## src/rtl/tug_pkg.sv

```systemverilog
// Shared encodings for the tug-of-war blocks: game state bus, winner code, LFSR taps.
package tug_pkg;

  typedef enum logic [1:0] {
    ST_DARK  = 2'b00,
    ST_PLAY  = 2'b10,
    ST_SCORE = 2'b01,
    ST_WIN   = 2'b11
  } tug_state_t;

  typedef enum logic [1:0] {
    W_NONE  = 2'b00,
    W_LEFT  = 2'b01,
    W_RIGHT = 2'b10
  } tug_winner_t;

  // Galois mask for x^16 + x^14 + x^13 + x^11 (right-shifting form)
  localparam logic [15:0] LFSR_TAPS = 16'hB400;

  // One Galois LFSR step
  function automatic logic [15:0] lfsr_step(input logic [15:0] v);
    return (v >> 1) ^ (v[0] ? LFSR_TAPS : 16'h0000);
  endfunction

endpackage

```

## src/rtl/tug_round_referee_if.sv

```systemverilog
// Button inputs and game-status outputs of the round referee.
interface tug_round_referee_if;
  logic                 pbl_l;
  logic                 pbl_r;
  logic                 new_game;
  tug_pkg::tug_state_t  state;
  logic signed [3:0]    pos;
  logic                 point_l;
  logic                 point_r;
  logic                 false_start;
  tug_pkg::tug_winner_t winner;

  modport master (
    output pbl_l, pbl_r, new_game,
    input  state, pos, point_l, point_r, false_start, winner
  );

  modport slave (
    input  pbl_l, pbl_r, new_game,
    output state, pos, point_l, point_r, false_start, winner
  );
endinterface

```

## src/rtl/tug_lfsr16.sv

```systemverilog
// Free-running 16-bit Galois LFSR used to randomise the DARK delay.
module tug_lfsr16 import tug_pkg::*; #(
  parameter logic [15:0] SEED = 16'hACE1
) (
  input  logic        clk,
  input  logic        rst,
  output logic [15:0] o_lfsr
);

  logic [15:0] r_lfsr;

  // Advance every cycle; a nonzero seed keeps it off the all-zero lockup state
  always_ff @(posedge clk) begin
    if (rst) r_lfsr <= SEED;
    else     r_lfsr <= lfsr_step(r_lfsr);
  end

  assign o_lfsr = r_lfsr;

endmodule

```

## src/rtl/tug_round_referee.sv

```systemverilog
// Tug-of-war round sequencer and press arbiter.
// Optional macro TUG_REFEREE_PLAY_TIMEOUT_EN: end a PLAY round with no point
// after PLAY_TIMEOUT cycles without a press.
module tug_round_referee import tug_pkg::*; #(
  parameter int unsigned DARK_MIN        = 1500,
  parameter int unsigned DARK_RANGE_BITS = 10,
  parameter int unsigned SCORE_HOLD      = 2000,
  parameter int unsigned WIN_POS         = 3,
  parameter logic [15:0] LFSR_SEED       = 16'hACE1
`ifdef TUG_REFEREE_PLAY_TIMEOUT_EN
  , parameter int unsigned PLAY_TIMEOUT  = 4000
`endif
) (
  input  logic               clk,
  input  logic               rst,
  tug_round_referee_if.slave bus
);

  localparam logic [15:0]       DARK_MIN_C   = 16'(DARK_MIN);
  localparam logic [15:0]       SCORE_HOLD_C = 16'(SCORE_HOLD);
  localparam logic [15:0]       DARK_RST     = DARK_MIN_C + 16'(LFSR_SEED[DARK_RANGE_BITS-1:0]);
  localparam logic signed [3:0] POS_MAX      = 4'(WIN_POS);
  localparam logic signed [3:0] POS_MIN      = -POS_MAX;
`ifdef TUG_REFEREE_PLAY_TIMEOUT_EN
  localparam logic [15:0]       PLAY_LAST    = 16'(PLAY_TIMEOUT - 1);
`endif

  tug_state_t        r_state, w_state_nxt;
  logic [15:0]       r_cnt, w_cnt_nxt;
  logic [15:0]       w_lfsr, w_dark_load;
  logic signed [3:0] r_pos, w_pos_nxt;
  tug_winner_t       r_winner, w_winner_nxt;
  logic              r_point_l, r_point_r, r_false_start;
  logic              r_tie_pri, w_tie_nxt;
  logic              w_score_l, w_score_r, w_fs, w_reload, w_tie_flip;
  logic              w_clear, w_enter_win, w_at_win, w_score_entry;
  logic              w_unused_lfsr;
`ifdef TUG_REFEREE_PLAY_TIMEOUT_EN
  logic [15:0]       r_play_cnt, w_play_cnt_nxt;
`endif

  tug_lfsr16 #(.SEED(LFSR_SEED)) u_lfsr (
    .clk    (clk),
    .rst    (rst),
    .o_lfsr (w_lfsr)
  );

  assign w_dark_load   = DARK_MIN_C + 16'(w_lfsr[DARK_RANGE_BITS-1:0]);
  assign w_unused_lfsr = ^w_lfsr;
  assign w_at_win      = (r_pos == POS_MAX) || (r_pos == POS_MIN);
  assign w_score_entry = (w_state_nxt == ST_SCORE) && (r_state != ST_SCORE);

  // State register
  always_ff @(posedge clk) begin
    if (rst) r_state <= ST_DARK;
    else     r_state <= w_state_nxt;
  end

  // Next-state and round events; a press always outranks expiry/timeout
  always_comb begin
    w_state_nxt = r_state;
    w_score_l   = 1'b0;
    w_score_r   = 1'b0;
    w_fs        = 1'b0;
    w_reload    = 1'b0;
    w_tie_flip  = 1'b0;
    w_clear     = 1'b0;
    w_enter_win = 1'b0;
    case (r_state)
      ST_DARK: begin
        if (bus.pbl_l && bus.pbl_r) begin
          w_fs     = 1'b1;
          w_reload = 1'b1;
        end else if (bus.pbl_l) begin
          w_fs        = 1'b1;
          w_score_r   = 1'b1;
          w_state_nxt = ST_SCORE;
        end else if (bus.pbl_r) begin
          w_fs        = 1'b1;
          w_score_l   = 1'b1;
          w_state_nxt = ST_SCORE;
        end else if (r_cnt <= 16'd1) begin
          w_state_nxt = ST_PLAY;
        end
      end
      ST_PLAY: begin
        if (bus.pbl_l && bus.pbl_r) begin
          w_score_l   = ~r_tie_pri;
          w_score_r   = r_tie_pri;
          w_tie_flip  = 1'b1;
          w_state_nxt = ST_SCORE;
        end else if (bus.pbl_l) begin
          w_score_l   = 1'b1;
          w_state_nxt = ST_SCORE;
        end else if (bus.pbl_r) begin
          w_score_r   = 1'b1;
          w_state_nxt = ST_SCORE;
        end
`ifdef TUG_REFEREE_PLAY_TIMEOUT_EN
        else if (r_play_cnt == PLAY_LAST) begin
          w_state_nxt = ST_SCORE;
        end
`endif
      end
      ST_SCORE: begin
        if (r_cnt <= 16'd1) begin
          if (w_at_win) begin
            w_state_nxt = ST_WIN;
            w_enter_win = 1'b1;
          end else begin
            w_state_nxt = ST_DARK;
            w_reload    = 1'b1;
          end
        end
      end
      default: begin
        if (bus.new_game) begin
          w_state_nxt = ST_DARK;
          w_reload    = 1'b1;
          w_clear     = 1'b1;
        end
      end
    endcase
  end

  // Next values of rope position, winner, tie priority and round counters
  always_comb begin
    w_pos_nxt    = r_pos;
    w_winner_nxt = r_winner;
    w_tie_nxt    = r_tie_pri;
    w_cnt_nxt    = r_cnt;
    if (w_clear) begin
      w_pos_nxt    = 4'sd0;
      w_winner_nxt = W_NONE;
    end else if (w_score_l && (r_pos != POS_MIN)) begin
      w_pos_nxt = r_pos - 4'sd1;
    end else if (w_score_r && (r_pos != POS_MAX)) begin
      w_pos_nxt = r_pos + 4'sd1;
    end
    if (w_enter_win) w_winner_nxt = r_pos[3] ? W_LEFT : W_RIGHT;
    if (w_tie_flip)  w_tie_nxt    = ~r_tie_pri;
    if (w_reload)             w_cnt_nxt = w_dark_load;
    else if (w_score_entry)   w_cnt_nxt = SCORE_HOLD_C;
    else if (r_cnt != 16'd0)  w_cnt_nxt = r_cnt - 16'd1;
`ifdef TUG_REFEREE_PLAY_TIMEOUT_EN
    w_play_cnt_nxt = (r_state == ST_PLAY) ? r_play_cnt + 16'd1 : 16'd0;
`endif
  end

  // Output and datapath registers
  always_ff @(posedge clk) begin
    if (rst) begin
      r_cnt         <= DARK_RST;
      r_pos         <= 4'sd0;
      r_winner      <= W_NONE;
      r_point_l     <= 1'b0;
      r_point_r     <= 1'b0;
      r_false_start <= 1'b0;
      r_tie_pri     <= 1'b0;
`ifdef TUG_REFEREE_PLAY_TIMEOUT_EN
      r_play_cnt    <= 16'd0;
`endif
    end else begin
      r_cnt         <= w_cnt_nxt;
      r_pos         <= w_pos_nxt;
      r_winner      <= w_winner_nxt;
      r_point_l     <= w_score_l;
      r_point_r     <= w_score_r;
      r_false_start <= w_fs;
      r_tie_pri     <= w_tie_nxt;
`ifdef TUG_REFEREE_PLAY_TIMEOUT_EN
      r_play_cnt    <= w_play_cnt_nxt;
`endif
    end
  end

  assign bus.state       = r_state;
  assign bus.pos         = r_pos;
  assign bus.winner      = r_winner;
  assign bus.point_l     = r_point_l;
  assign bus.point_r     = r_point_r;
  assign bus.false_start = r_false_start;

endmodule

```

## src/flat_wrapper.sv

```systemverilog
// flat-port wrapper written by rule: the top's interface ports become plain ports
module tug_round_referee_flat import tug_pkg::*;
#(
  parameter int unsigned DARK_MIN        = 1500,
  parameter int unsigned DARK_RANGE_BITS = 10,
  parameter int unsigned SCORE_HOLD      = 2000,
  parameter int unsigned WIN_POS         = 3,
  parameter logic [15:0] LFSR_SEED       = 16'hACE1

)
  (clk, rst, bus_pbl_l, bus_pbl_r, bus_new_game, bus_state, bus_pos, bus_point_l, bus_point_r, bus_false_start, bus_winner);
  tug_round_referee_if bus_i ();
  input  logic clk;
  input  logic rst;
  input wire logic [$bits(bus_i.pbl_l)-1:0] bus_pbl_l;
  input wire logic [$bits(bus_i.pbl_r)-1:0] bus_pbl_r;
  input wire logic [$bits(bus_i.new_game)-1:0] bus_new_game;
  output wire logic [$bits(bus_i.state)-1:0] bus_state;
  output wire logic [$bits(bus_i.pos)-1:0] bus_pos;
  output wire logic [$bits(bus_i.point_l)-1:0] bus_point_l;
  output wire logic [$bits(bus_i.point_r)-1:0] bus_point_r;
  output wire logic [$bits(bus_i.false_start)-1:0] bus_false_start;
  output wire logic [$bits(bus_i.winner)-1:0] bus_winner;
  assign bus_i.pbl_l = bus_pbl_l;
  assign bus_i.pbl_r = bus_pbl_r;
  assign bus_i.new_game = bus_new_game;
  assign bus_state = bus_i.state;
  assign bus_pos = bus_i.pos;
  assign bus_point_l = bus_i.point_l;
  assign bus_point_r = bus_i.point_r;
  assign bus_false_start = bus_i.false_start;
  assign bus_winner = bus_i.winner;
  tug_round_referee #(.DARK_MIN(DARK_MIN), .DARK_RANGE_BITS(DARK_RANGE_BITS), .SCORE_HOLD(SCORE_HOLD), .WIN_POS(WIN_POS), .LFSR_SEED(LFSR_SEED)) u_core (.clk(clk), .rst(rst), .bus(bus_i));
endmodule
```

## config.mk

```make
export PLATFORM = sky130hd
export DESIGN_NAME = tug_round_referee_flat
export DESIGN_NICKNAME = d
export VERILOG_FILES = /design/src/rtl/tug_pkg.sv /design/src/rtl/tug_round_referee_if.sv /design/src/rtl/tug_lfsr16.sv /design/src/rtl/tug_round_referee.sv /design/src/flat_wrapper.sv
export SDC_FILE = /design/constraint.sdc
export NUM_CORES = 1
export LEC_CHECK = 0
export BUFFER_PORTS_ARGS = -buffer_cell sky130_fd_sc_hd__clkbuf_2
export CAP_MARGIN = 15
export CORE_ASPECT_RATIO = 0.8
export CORE_MARGIN = 2
export CORE_UTILIZATION = 40
export DETAILED_ROUTE_END_ITERATION = 10
export PLACE_DENSITY = 0.67
export SYNTH_ARGS = -nofsm -noshare
export SYNTH_HDL_FRONTEND = slang
export SYNTH_HIERARCHICAL = 1
export SYNTH_SLANG_ARGS = --single-unit
export TNS_END_PERCENT = 20
```

## constraint.sdc

```tcl
create_clock -name clk -period 2.4 [get_ports clk]
set_input_delay 0.12 -clock clk [delete_from_list [all_inputs] [get_ports clk]]
set_output_delay 0.12 -clock clk [all_outputs]
set_load 0.005 [all_outputs]
```

---- After elaboration in Yosys (flattened, before gate mapping) ----
Cells that the tools add are included.
word-level totals
  flip-flop bits (word level) ............. 44
  bits in latches ......................... 0
  RAM bits ................................ 0
  bits in read-only memories .............. 0
  input bits .............................. 5
  logic and storage cells ................. 79
  memories kept ........................... 0
cells by class
  $add $sub $neg .......................... 4
  $mul .................................... 0
  divide/modulo/power cells ............... 0
  $lt $le $gt $ge ......................... 1
  eq/ne operators ......................... 8
  shift-type cells ........................ 0
  mux-type cells .......................... 41
  bitwise gates (word level) .............. 3
  reductions and logical operators ........ 13
operators with widths
  kind                      number
  $mux W16                  4
  $mux W2                   13
  $mux W1                   18
  $le A16 B1 Y1 const B     1
  $reduce_bool A16 Y1       1
  $sub A16 B1 Y16 const B   1
  $xor A15 B16 Y16          1
  $add A11 B10 Y12 const A  1
  $eq A4 B3 Y1 const B      2
  $mux W4                   2
  $ne A4 B3 Y1 const B      2
  $pmux W2 S3               1
  $add A4 B2 Y4 const B     1
  $eq A2 B1 Y1 const B      2
  $logic_and A1 B1 Y1       4
  $pmux W1 S2               2
  $reduce_bool A2 Y1        2
  $reduce_or A2 Y1          2
  $sub A4 B2 Y4 const B     1
  $pmux W1 S3               1
  $reduce_bool A3 Y1        1
  $reduce_or A3 Y1          1
  $eq A2 B2 Y1 const B      1
  $logic_not A2 Y1          1
  3 further kinds           4

---- Longest topological paths before layout ----
Gate-level depths: netlist (run 1).
  word-level depth ........................ 10
  gate-level depth with buffers ........... 10

---- Cells and area by module ----
The synthesis (run 1) kept the hierarchy.
modules (own cells, without submodules)
  module             times used  cells each  area each (um^2)  sequential area each (um^2)
  tug_round_referee  1           204         1726.7            560.5
  tug_lfsr16         1           36          462.9             320.3

---- Least setup slack after synthesis (run 1) ----
No wires, ideal clock.
  kind .................................... register -> register
  from .................................... register u_core.r_state[1], in the netlist u_core/bus.state[1]
  to ...................................... register u_core.r_pos[3], in the netlist u_core/bus.pos[3]
  data arrival time ....................... 2.102 ns
  data required time ...................... 2.280 ns
  slack ................................... 0.178 ns
  stages on the path, launching flop included .. 11
  period minus slack after synthesis ...... 2.222 ns
  path through ............................ dfxtp_1 > buf_4 > nor3b_1 > a31oi_1 > nor3_1 > ha_1 > a21o_1 > a21oi_1 > mux2i_1 > xor2_1 > nor2_1
on the way
  longest elaborated chain between the ends .. 4
  elaborated cells between the ends (all ways) .. 12
  those cells by class .................... eq/ne: 2; mux: 4; reduce/logical: 6
RTL lines
  item                                               RTL line                  text
  start: declaration                                 tug_round_referee.sv:28   tug_state_t r_state, w_state_nxt;
  start signal: assignment                           tug_round_referee.sv:56   else r_state <= w_state_nxt;
  $eq A2 B2 Y1, or another cell as far along         tug_round_referee.sv:69   case (r_state)
  $pmux W1 S2 or $reduce_or A3 Y1 (tied branches)    --
  $logic_and A1 B1 Y1, or another cell as far along  tug_round_referee.sv:135  end else if (w_score_l && (r_pos != POS_MIN)) begin
  $mux W4, or another cell as far along              tug_round_referee.sv:135
  end signal: assignment                             tug_round_referee.sv:165  r_pos <= w_pos_nxt;
  end: declaration                                   tug_round_referee.sv:31   logic signed [3:0] r_pos, w_pos_nxt;
Parallel ways exist; a longest one is shown, timed or not.
A chain may end at the register's enable or synchronous reset.

---- Final worst setup path (run 1) ----
  from .................................... register u_core.r_cnt[0]
  to ...................................... register u_core.r_cnt[11]
on the way
  longest elaborated chain between the ends .. 10
  elaborated cells between the ends (all ways) .. 17
  those cells by class .................... add/sub: 1; order compare: 1; eq/ne: 1; mux: 11; reduce/logical: 3
RTL lines
  item                      RTL line                                           text
  start: declaration        tug_round_referee.sv:29                            logic [15:0] r_cnt, w_cnt_nxt;
  start signal: assignment  tug_round_referee.sv:164                           r_cnt <= w_cnt_nxt;
  $le A16 B1 Y1             tug_round_referee.sv:82, tug_round_referee.sv:106
  $mux W2                   tug_round_referee.sv:82                            end else if (r_cnt <= 16'd1) begin
  $mux W2                   tug_round_referee.sv:78                            end else if (bus.pbl_r) begin
  $mux W2                   tug_round_referee.sv:74                            end else if (bus.pbl_l) begin
  $mux W2                   tug_round_referee.sv:71                            if (bus.pbl_l && bus.pbl_r) begin
  $pmux W2 S3               tug_round_referee.sv:69
  $eq A2 B1 Y1              tug_round_referee.sv:51                            assign w_score_entry = (w_state_nxt == ST_SCORE) && (r_state != ST_SCORE);
  $logic_and A1 B1 Y1       tug_round_referee.sv:51
  $mux W16                  tug_round_referee.sv:143                           else if (w_score_entry) w_cnt_nxt = SCORE_HOLD_C;
  $mux W16                  tug_round_referee.sv:142                           if (w_reload) w_cnt_nxt = w_dark_load;
Parallel ways exist; a longest one is shown, timed or not. The select of a mux whose other input is x is not followed.

==> results of run 1 <==
cell families after synthesis:
| kind of cell | Yosys count | synth area share (%) |
|---|---|---|
| multiplexers | 3 | 1.43 |
| adder cells (fa/ha/maj) | 7 | 4.34 |
| AND/OR/NAND/NOR | 109 | 29.9 |
| buffers and inverters | 19 | 4.17 |
| XOR/XNOR | 23 | 9.20 |
| flip-flops | 44 | 40.2 |
| AO/OA/AOI/OAI | 35 | 10.7 |
where the power goes:
| group | switching, mW | internal [mW] |
|---|---|---|
| registers | 0.0463 | 0.776 |
| clock network | 0.263 | 0.308 |
| logic | 0.103 | 0.0952 |
| total | 0.413 | 1.18 |
state kept, by name, indices dropped and copies added, names as in the netlist, 2 cells and up:
name                  count
u_core/bus.pos            4
u_core/r_cnt             16
u_core/u_lfsr/o_lfsr     16
u_core/bus.state          2
u_core/bus.winner         2
metal layers:
metal | vias up | routed length (microns) | global-route usage, %
li1 | 868 | - | -
met1 | 794 | 2290 | 23.5
met2 | 23 | 1730 | 22.5
met3 | 7 | 139 | 3.78
met4 | 0 | 56 | 4.17
met5 | - | 0 | 0
worst max-delay path, stage by stage, from the launching register on:
cell and delay, ns:
dfxtp_1 0.37, inv_1 0.15, ha_1 0.34, nor2_1 0.09, nor3b_1 0.23, nand4_2 0.16, o211a_2 0.26, o32a_1 0.32
nor3_2 0.15
synth_stat cells, types with 2 or more instances:
cell type  instances  share of area, %
dfxtp_1           44                40
nor3_1            21               4.8
nor2_1            20               3.4
xnor2_1           14               5.6
nand2_1           13               2.2
inv_1             11               1.9
xor2_1             9               3.6
a21oi_1            8               1.8
nand2b_1           8               2.3
and2b_1            6               2.1
ha_1               6               3.4
or2_1              6               1.7
nor3b_1            5               1.7
o21ai_0            5               1.1
o21bai_1           5               1.7
a211oi_1           4               1.4
a31oi_1            4               1.1
clkbuf_1           4              0.69
nand3_1            4              0.91
nor2b_1            4               1.1
nand4_1            3              0.86
a21o_1             2              0.69
buf_6              2               1.0
mux2i_1            2              0.91
nand3b_1           2              0.69
nor4_2             2               1.1
o32a_1             2              0.91
or4_4              2               1.0
worst paths after layout:
kind / startpoint / to / cells after the start
worst max register to register: u_core/r_cnt[0] / u_core/r_cnt[11] / 8
worst max-delay path: u_core/r_cnt[0] / u_core/r_cnt[11] / 8
worst min-delay path: bus_pbl_l / u_core/bus.state[0] / 3
worst min register to register: u_core/u_lfsr/o_lfsr[12] / u_core/u_lfsr/o_lfsr[11] / 1
layout make-up:
type | count | area [sq um] | share of cell area [%]
multi-input combinational | 177 | 1220 | 49.6
tap | 65 | 81.3 | 3.32
clock inverter | 3 | 42.5 | 1.73
timing repair buffer | 21 | 120 | 4.90
clock buffer | 5 | 68.8 | 2.81
inverter | 11 | 41.3 | 1.68
sequential | 44 | 881 | 35.9
stage by stage:
step                hold slack [ns]  setup slack, ns  util [%]
finish                        0.240            0.268      45.6
global route                  0.279           0.0646      45.6
CTS                           0.242            0.263      45.6
detailed placement            0.407            0.292      43.6
global placement              0.395            0.313      43.6
floorplan                     0.295            0.178         -
==> flow_summary.ini, run 1 <==
[outcome]
status = finished, final reports clean

[sta]
finalSetupViolCount = 0
finClkSkew_ns = 0.0120
rsz0062_at_grt = false
finalHoldViolations = 0
max_freq_ghz = 0.469
slew_viol_final = 0
tightest_slew_ns = 0.626
relSlewSlack_pct = 58.3
setup_tns_ns = 0
fin_crit_sh_pct = 88.8
min_period_ns = 2.13

[synth]
synth-edff-count = 0
synth_warnings = 6
syn_area_per_cell_sq_um = 9.12
synth-seq-cells = 44
synthDistinctLibCells = 50
ys.flop_type = dfxtp_1
postSynth.asyncResetShare_pct = 0
netlist_instances = 240
synth_fp_nets = 252
synth_area_sq_mm = 0.00219
seq_area_frac_synth_pct = 40.2

[clocking]
clk_pin_slew_worst_paths_ns = 0.09
post-cts-setup-buffers = 0
cts.sinks = 44
htree_levels = 2
root_buffer = clkbuf_8
clk_path_buf_depth = 2
cts_resized = 0
insertion_delay_ns = 0.30
cts_made_buffers = 5
cts_tree = yes
ctsHoldBuffers = 0

[critical_path]
critPathMaxFanout = 12
cp-start-kind = register
arrival_ns = 2.36
critical_path_class = register to register
endpoint_kind = register
r2r_setup_slack_ns = 0.27
cp.required_ns = 2.63

[floorplanning]
die_w_microns = 86.7
io_pins = 16
start_util_pct = 40.7
rows = 24
core-area_sq_mm = 0.00538
die_h_microns = 70.2
fp.dieArea_sq_mm = 0.00609

[routing]
drt-total-wl_microns = 4210
wire_per_inst_microns = 12.9
ant_nets = 0
drc = 0
first_pass_iters = 4
routed_via_density = 5.19
drtIter0Drc = 123
vias = 1692

[layout]
area.growth.synth_to_final_pct = 12.0
mostFrequentLayoutCells = dfxtp_1, nor3_1, nor2_1
antenna_cells = 0
fin_area_sq_mm = 0.00245
layout.cells.non_filler = 326
layout_commonest_cell = dfxtp_1
drive_gt1_share_pct = 16.1
nets = 272
fillCellCount = 523

[global_routing]
grt_overflow = 0
antenna_found_initial = 0
grt_pass1_vias = 1622
grt_max_degree = 37
grt_usage_pct = 15.7
grt_pass1_wl_microns = 7640

[placed_design]
io_buffers = 15
dp_cells = 318
gp_congestion = 0.849
dpl_cell_area_sq_mm = 0.00234
post-dp-hpwl_microns = 2990

[pwr]
power.leakage_nw = 0.998
power.total_mw = 1.59
p_per_area_mw_per_mm2 = 649
vdd_ir_drop_max_uv = 367

[min_path]
min_path_type = input pin to register

[job]
maxCapViolCount = 0
(Power assumes the default switching activity.)
==> run 2: changes to the inputs <==
- RECOVER_POWER: unset -> 100
- SLEW_MARGIN: unset -> 20
- SYNTH_HIERARCHICAL: 1 -> unset
==> flow_summary.ini, run 2 <==
[outcome]
status = finished, final reports clean

[synth]
synth_top_area_share_pct = 39.7
synth_warnings = 0
ys.flop_type = dfxtp_1
synth_area_sq_mm = 0.00222
synthMostInstantiatedCell = dfxtp_1
seq_area_frac_synth_pct = 39.7
synth_top_cells_by_area = dfxtp_1, xnor2_1, a21oi_1
synthDistinctLibCells = 50
synth_top_cell_by_area = dfxtp_1
postSynth.asyncResetShare_pct = 0
synth-seq-cells = 44
syn_area_per_cell_sq_um = 8.95
synthTopCellsByCount = dfxtp_1, nor2_1, a21oi_1
synth-edff-count = 0
synth_fp_nets = 260
netlist_instances = 248

[clocking]
insertion_delay_ns = 0.30
ctsHoldBuffers = 0
cts_tree = yes
cts_resized = 0
root_buffer = clkbuf_8
cts.sinks = 44
htree_levels = 2
clk_path_buf_depth = 2
cts_made_buffers = 5
clk_pin_slew_worst_paths_ns = 0.09
post-cts-setup-buffers = 0

[critical_path]
crit_path_top_delay_cell = dfxtp_1
r2r_setup_slack_ns = 0.16
cp-start-kind = register
critPathMaxFanout = 7
arrival_ns = 2.42
cp.required_ns = 2.58
regToRegStartpoint = u_core.bus.pos[2]
r2r_end = u_core.bus.pos[3]
crit_chain = and4_1 -> or3_1 -> inv_2 -> ha_1 -> a21o_1 -> a21oi_2 -> nor4b_4 -> o21ai_1 -> nor3b_1
slowest_delay_ns = 0.37
endpoint_kind = register
critical_path_class = register to register
rr_worst_depth = 9

[global_routing]
grt_usage_pct = 16.6
gr-usage-met2_pct = 24.7
grt_max_degree = 21
grt_busiest_layer = met2
grt_use_met3_pct = 3.62
grt_util_met1_pct = 24.3
antenna_found_initial = 0
grt_pass1_wl_microns = 8200
grt_pass1_vias = 1741
grt_overflow = 0

[placed_design]
dp_cells = 334
post-dp-hpwl_microns = 3570
dpl_cell_area_sq_mm = 0.00246
io_buffers = 15
gp_congestion = 0.865

[layout]
drive_gt1_share_pct = 15.2
area.growth.synth_to_final_pct = 14.7
fin_util_pct = 47.1
fillCellCount = 521
layout.cells.non_filler = 342
mostFrequentLayoutCells = dfxtp_1, nor2_1, nand2_1, nor3_1, a21oi_1
antenna_cells = 0
layout_commonest_cell = dfxtp_1
nets = 288
fin_area_sq_mm = 0.00254

[floorplanning]
rows = 24
die_w_microns = 87.3
die_h_microns = 70.6
fp.dieArea_sq_mm = 0.00616
core-area_sq_mm = 0.00541
io_pins = 16
start_util_pct = 41.1

[sta]
min_period_ns = 2.24
relSlewSlack_pct = 43.2
finalHoldViolations = 0
setup_tns_ns = 0
finalSetupViolCount = 0
finClkSkew_ns = 0.00783
slew_viol_final = 0
tightest_slew_ns = 0.852
max_freq_ghz = 0.446
fin_crit_sh_pct = 93.5

[min_path]
hold_depth = 4
worstHoldStart = bus_new_game
whs_endpoint = u_core.bus.winner[0]
min_path_type = input pin to register

[pwr]
vdd_ir_drop_max_uv = 354
p_per_area_mw_per_mm2 = 672
power.leakage_nw = 0.932

[routing]
vias = 1875
ant_nets = 0
drt-total-wl_microns = 4830
routed_via_density = 5.48
drtIter0Drc = 79
drc = 0
wire_per_inst_microns = 14.1
first_pass_iters = 4

[job]
maxCapViolCount = 0
[run 2: metrics by stage]
| step | power (mW) | setup slack [ns] | hold slack (ns) |
|---|---|---|---|
| floorplan | 1.07 | 0.00162 | 0.352 |
| global route | 1.81 | -0.0111 | 0.258 |
| CTS | 1.74 | 0.133 | 0.225 |
| global placement | 1.15 | 0.216 | 0.392 |
| detailed placement | 1.15 | 0.152 | 0.399 |
| finish | 1.71 | 0.155 | 0.239 |
[run 2: kinds of logic after synthesis]
kind of cell	after synthesis	share of synthesized area (%)
AOI/OAI and AO/OA	51	16.3
xor gates and xnor gates	19	7.50
adders and majority gates	7	4.28
buffers and inverters	18	3.21
DFF	44	39.7
muxes	2	0.958
and+or+nand+nor	107	28.1
[run 2: worst max path at each step]
stage,depth (start not counted),to,slack (ns),from
after detailed placement,10,u_core.bus.pos[3],0.15,u_core.bus.state[1]
after global placement,10,u_core.bus.pos[3],0.22,u_core.bus.state[1]
final,9,u_core.bus.pos[3],0.16,u_core.bus.pos[2]
after floorplan,12,u_core.bus.pos[3],0.002,u_core.bus.state[1]
after global routing,10,u_core.bus.pos[3],-0.01,u_core.bus.state[1]
after CTS,10,u_core.bus.pos[3],0.13,u_core.bus.state[1]
[run 2: layout make-up]
cell class | instances | area [sq um] | area share, %
repair buffers | 30 | 148 | 5.80
flip-flops and latches | 44 | 881 | 34.6
well taps | 65 | 81.3 | 3.20
clock buffers | 5 | 68.8 | 2.70
inverters | 9 | 33.8 | 1.33
clock inverters | 3 | 46.3 | 1.82
multi-input cells | 186 | 1290 | 50.5
[run 2: critical path, delay by kind of cell (launching register included)]
family | cells | cell delay [ns]
compound gates | 3 | 0.45
buf+inv | 1 | 0.10
simple gates | 4 | 1.00
flops | 1 | 0.37
fa+ha+maj | 1 | 0.22
[run 2: power breakdown]
group	switching [mW]	internal (mW)	total [mW]
clock	0.266	0.314	0.580
combinational	0.156	0.130	0.287
sequential	0.0603	0.784	0.844
[run 2: routing by layer]
metal / wire [microns] / up-vias
met5: 0 / -
li1: - / 961
met4: 48 / 0
met2: 2050 / 34
met3: 180 / 7
met1: 2560 / 873
==> run 3: changes to the inputs <==
- ABC_AREA: unset -> 1
- PLACE_DENSITY: 0.67 -> unset
- PLACE_DENSITY_LB_ADDON: unset -> 0.25
==> flow_summary.ini, run 3 <==
[clocking]
cts_tree = yes
clk_pin_slew_worst_paths_ns = 0.08
clk_path_buf_depth = 2
cts_resized = 0
post-cts-setup-buffers = 0
cts.sinks = 44
root_buffer = clkbuf_8
ctsHoldBuffers = 0
insertion_delay_ns = 0.30
htree_levels = 2
cts_made_buffers = 5

[global_routing]
grt_pass1_vias = 1848
grt_usage_pct = 16.3
antenna_found_initial = 0
grt_pass1_wl_microns = 8710
grt_max_degree = 21
grt_overflow = 0

[synth]
synth_area_sq_mm = 0.00245
synth_top_area_share_pct = 36.0
synth_top_cells_by_area = dfxtp_1, nand2_1, nor2_1
synthDistinctLibCells = 35
synth-edff-count = 0
synth-seq-cells = 44
seq_area_frac_synth_pct = 36.0
synthMostInstantiatedCell = nand2_1
syn_area_per_cell_sq_um = 7.00
netlist_instances = 350
synth_fp_nets = 362
synth_top_cell_by_area = dfxtp_1
postSynth.asyncResetShare_pct = 0
synthTopCellsByCount = nand2_1, dfxtp_1, nor2_1
ys.flop_type = dfxtp_1
synth_warnings = 0

[routing]
drt-total-wl_microns = 5040
ant_nets = 0
drtIter0Drc = 86
wire_per_inst_microns = 11.1
drc = 0
first_pass_iters = 4
vias = 2094
routed_via_density = 4.62

[pwr]
switching_power_uw = 502
p_comb_share_pct = 19.7
seq_power_share_pct = 50.7
p_int_mw = 1.14
clock_power_share_pct = 29.6
power.leakage_nw = 1.33
p_per_area_mw_per_mm2 = 610
swShare_pct = 30.6
vdd_ir_drop_max_uv = 306

[critical_path]
critPathMaxFanout = 9
critical_path_class = register to register
endpoint_kind = register
arrival_ns = 2.38
cp-start-kind = register
slowest_delay_ns = 0.39
crit_path_top_delay_cell = dfxtp_1
crit_path_frequent_cell = nand2_1
cp.required_ns = 2.59
crit_chain = inv_2 -> nand2_1 -> o31ai_2 -> nand2_2 -> inv_2 -> ha_1 -> nand2_1 -> nor2_1 -> a211oi_1 -> nand2_1 -> o21ai_1 -> xor2_1 -> nor2_1

[floorplanning]
die_w_microns = 91.5
core-area_sq_mm = 0.00591
die_h_microns = 74.0
start_util_pct = 41.4
fp.dieArea_sq_mm = 0.00677
rows = 25
io_pins = 16

[layout]
layout.cells.non_filler = 453
area.growth.synth_to_final_pct = 9.66
antenna_cells = 0
nets = 383
layout_commonest_cell = nand2_1
seq_area_sq_um = 881
multi_input_area_sq_mm = 0.00131
mostFrequentLayoutCells = nand2_1, nor2_1, dfxtp_1
fillCellCount = 614
drive_gt1_share_pct = 16.7

[placed_design]
post-dp-hpwl_microns = 3910
io_buffers = 15
dp_cells = 445
gp_congestion = 0.829

[sta]
max_freq_ghz = 0.457
finalHoldViolations = 0
relSlewSlack_pct = 44.0
slew_viol_final = 0
min_period_ns = 2.19
finalSetupViolCount = 0
fin_crit_sh_pct = 91.1
timing.hold.ws_ns = 0.197
rsz0062_at_grt = false
tightest_slew_ns = 0.840
finClkSkew_ns = 0.00663
setup_tns_ns = 0

[job]
maxCapViolCount = 0

[outcome]
status = finished, final reports clean

[min_path]
min_path_type = input pin to register
-- run 3: cell count changes after synthesis, moves of 6 or more --
cell	before	now
inv_2	0	12
nand2_1	15	85
inv_1	9	39
xnor2_1	12	3
o31ai_1	7	1
nor2_1	18	43
nor3_1	15	3
nand2b_1	8	0
nand3_1	5	32
-- run 3: per-layer routing --
metal | track usage, % | routed length (microns)
met5 | 0 | 0
met2 | 22.5 | 1930
met3 | 3.34 | 211
met4 | 6.57 | 55
met1 | 24.7 | 2850
-- run 3: power by group through the flow --
stage | Clock, mW | Combinational, mW | Sequential (mW)
3_5_place_dp | 0 | 0.330 | 0.848
4_1_cts | 0.506 | 0.333 | 0.830
3_3_place_gp | 0 | 0.330 | 0.847
5_1_grt | 0.540 | 0.373 | 0.838
6_report | 0.485 | 0.322 | 0.830
2_1_floorplan | 0 | 0.257 | 0.839
-- run 3: final cells by class --
| class | count | share of cell area [%] |
|---|---|---|
| clock buffers | 7 | 3.22 |
| flip-flops and latches | 44 | 32.8 |
| repair buffers | 21 | 3.96 |
| clock inverters | 1 | 0.280 |
| multi-input cells | 248 | 48.8 |
| inverters | 51 | 7.13 |
| well taps | 81 | 3.77 |
-- run 3: metrics by stage --
step	util [%]	total power, mW	setup slack (ns)	cell area (sq um)
2_1_floorplan	-	1.10	0.371	2450
3_3_place_gp	44.4	1.18	0.156	2620
3_5_place_dp	44.4	1.18	0.0988	2620
4_1_cts	46.0	1.67	0.0772	2720
5_1_grt	45.4	1.75	0.0189	2690
6_report	45.4	1.64	0.213	2690
-- run 3: worst max-delay path: cells and delay by family, from the launching register on --
family / cells / cell delay, ns
fa+ha+maj: 1 / 0.25
flops: 1 / 0.39
simple gates: 6 / 0.49
buf+inv: 2 / 0.19
xor+xnor: 1 / 0.15
compound gates: 3 / 0.61
-- run 3: cells by family (layout without fill, tap and decap cells) --
kind of cell | Yosys count | count (layout) | synth area share, %
flops | 44 | 44 | 36.0
simple gates | 203 | 203 | 40.0
fa+ha+maj | 7 | 7 | 3.88
buf+inv | 58 | 80 | 9.71
xor+xnor | 12 | 12 | 4.29
compound gates | 26 | 26 | 6.13
-- run 3: final timing paths --
check / from / to / slack (ns) / cells past startpoint
setup / recovery: u_core.bus.state[0] / u_core.bus.pos[3] / 0.21 / 13
hold / removal: bus_pbl_l / u_core.bus.point_l / 0.20 / 4
setup reg to reg: u_core.bus.state[0] / u_core.bus.pos[3] / 0.21 / 13
hold reg to reg: u_core.u_lfsr.o_lfsr[15] / u_core.u_lfsr.o_lfsr[14] / 0.41 / 2
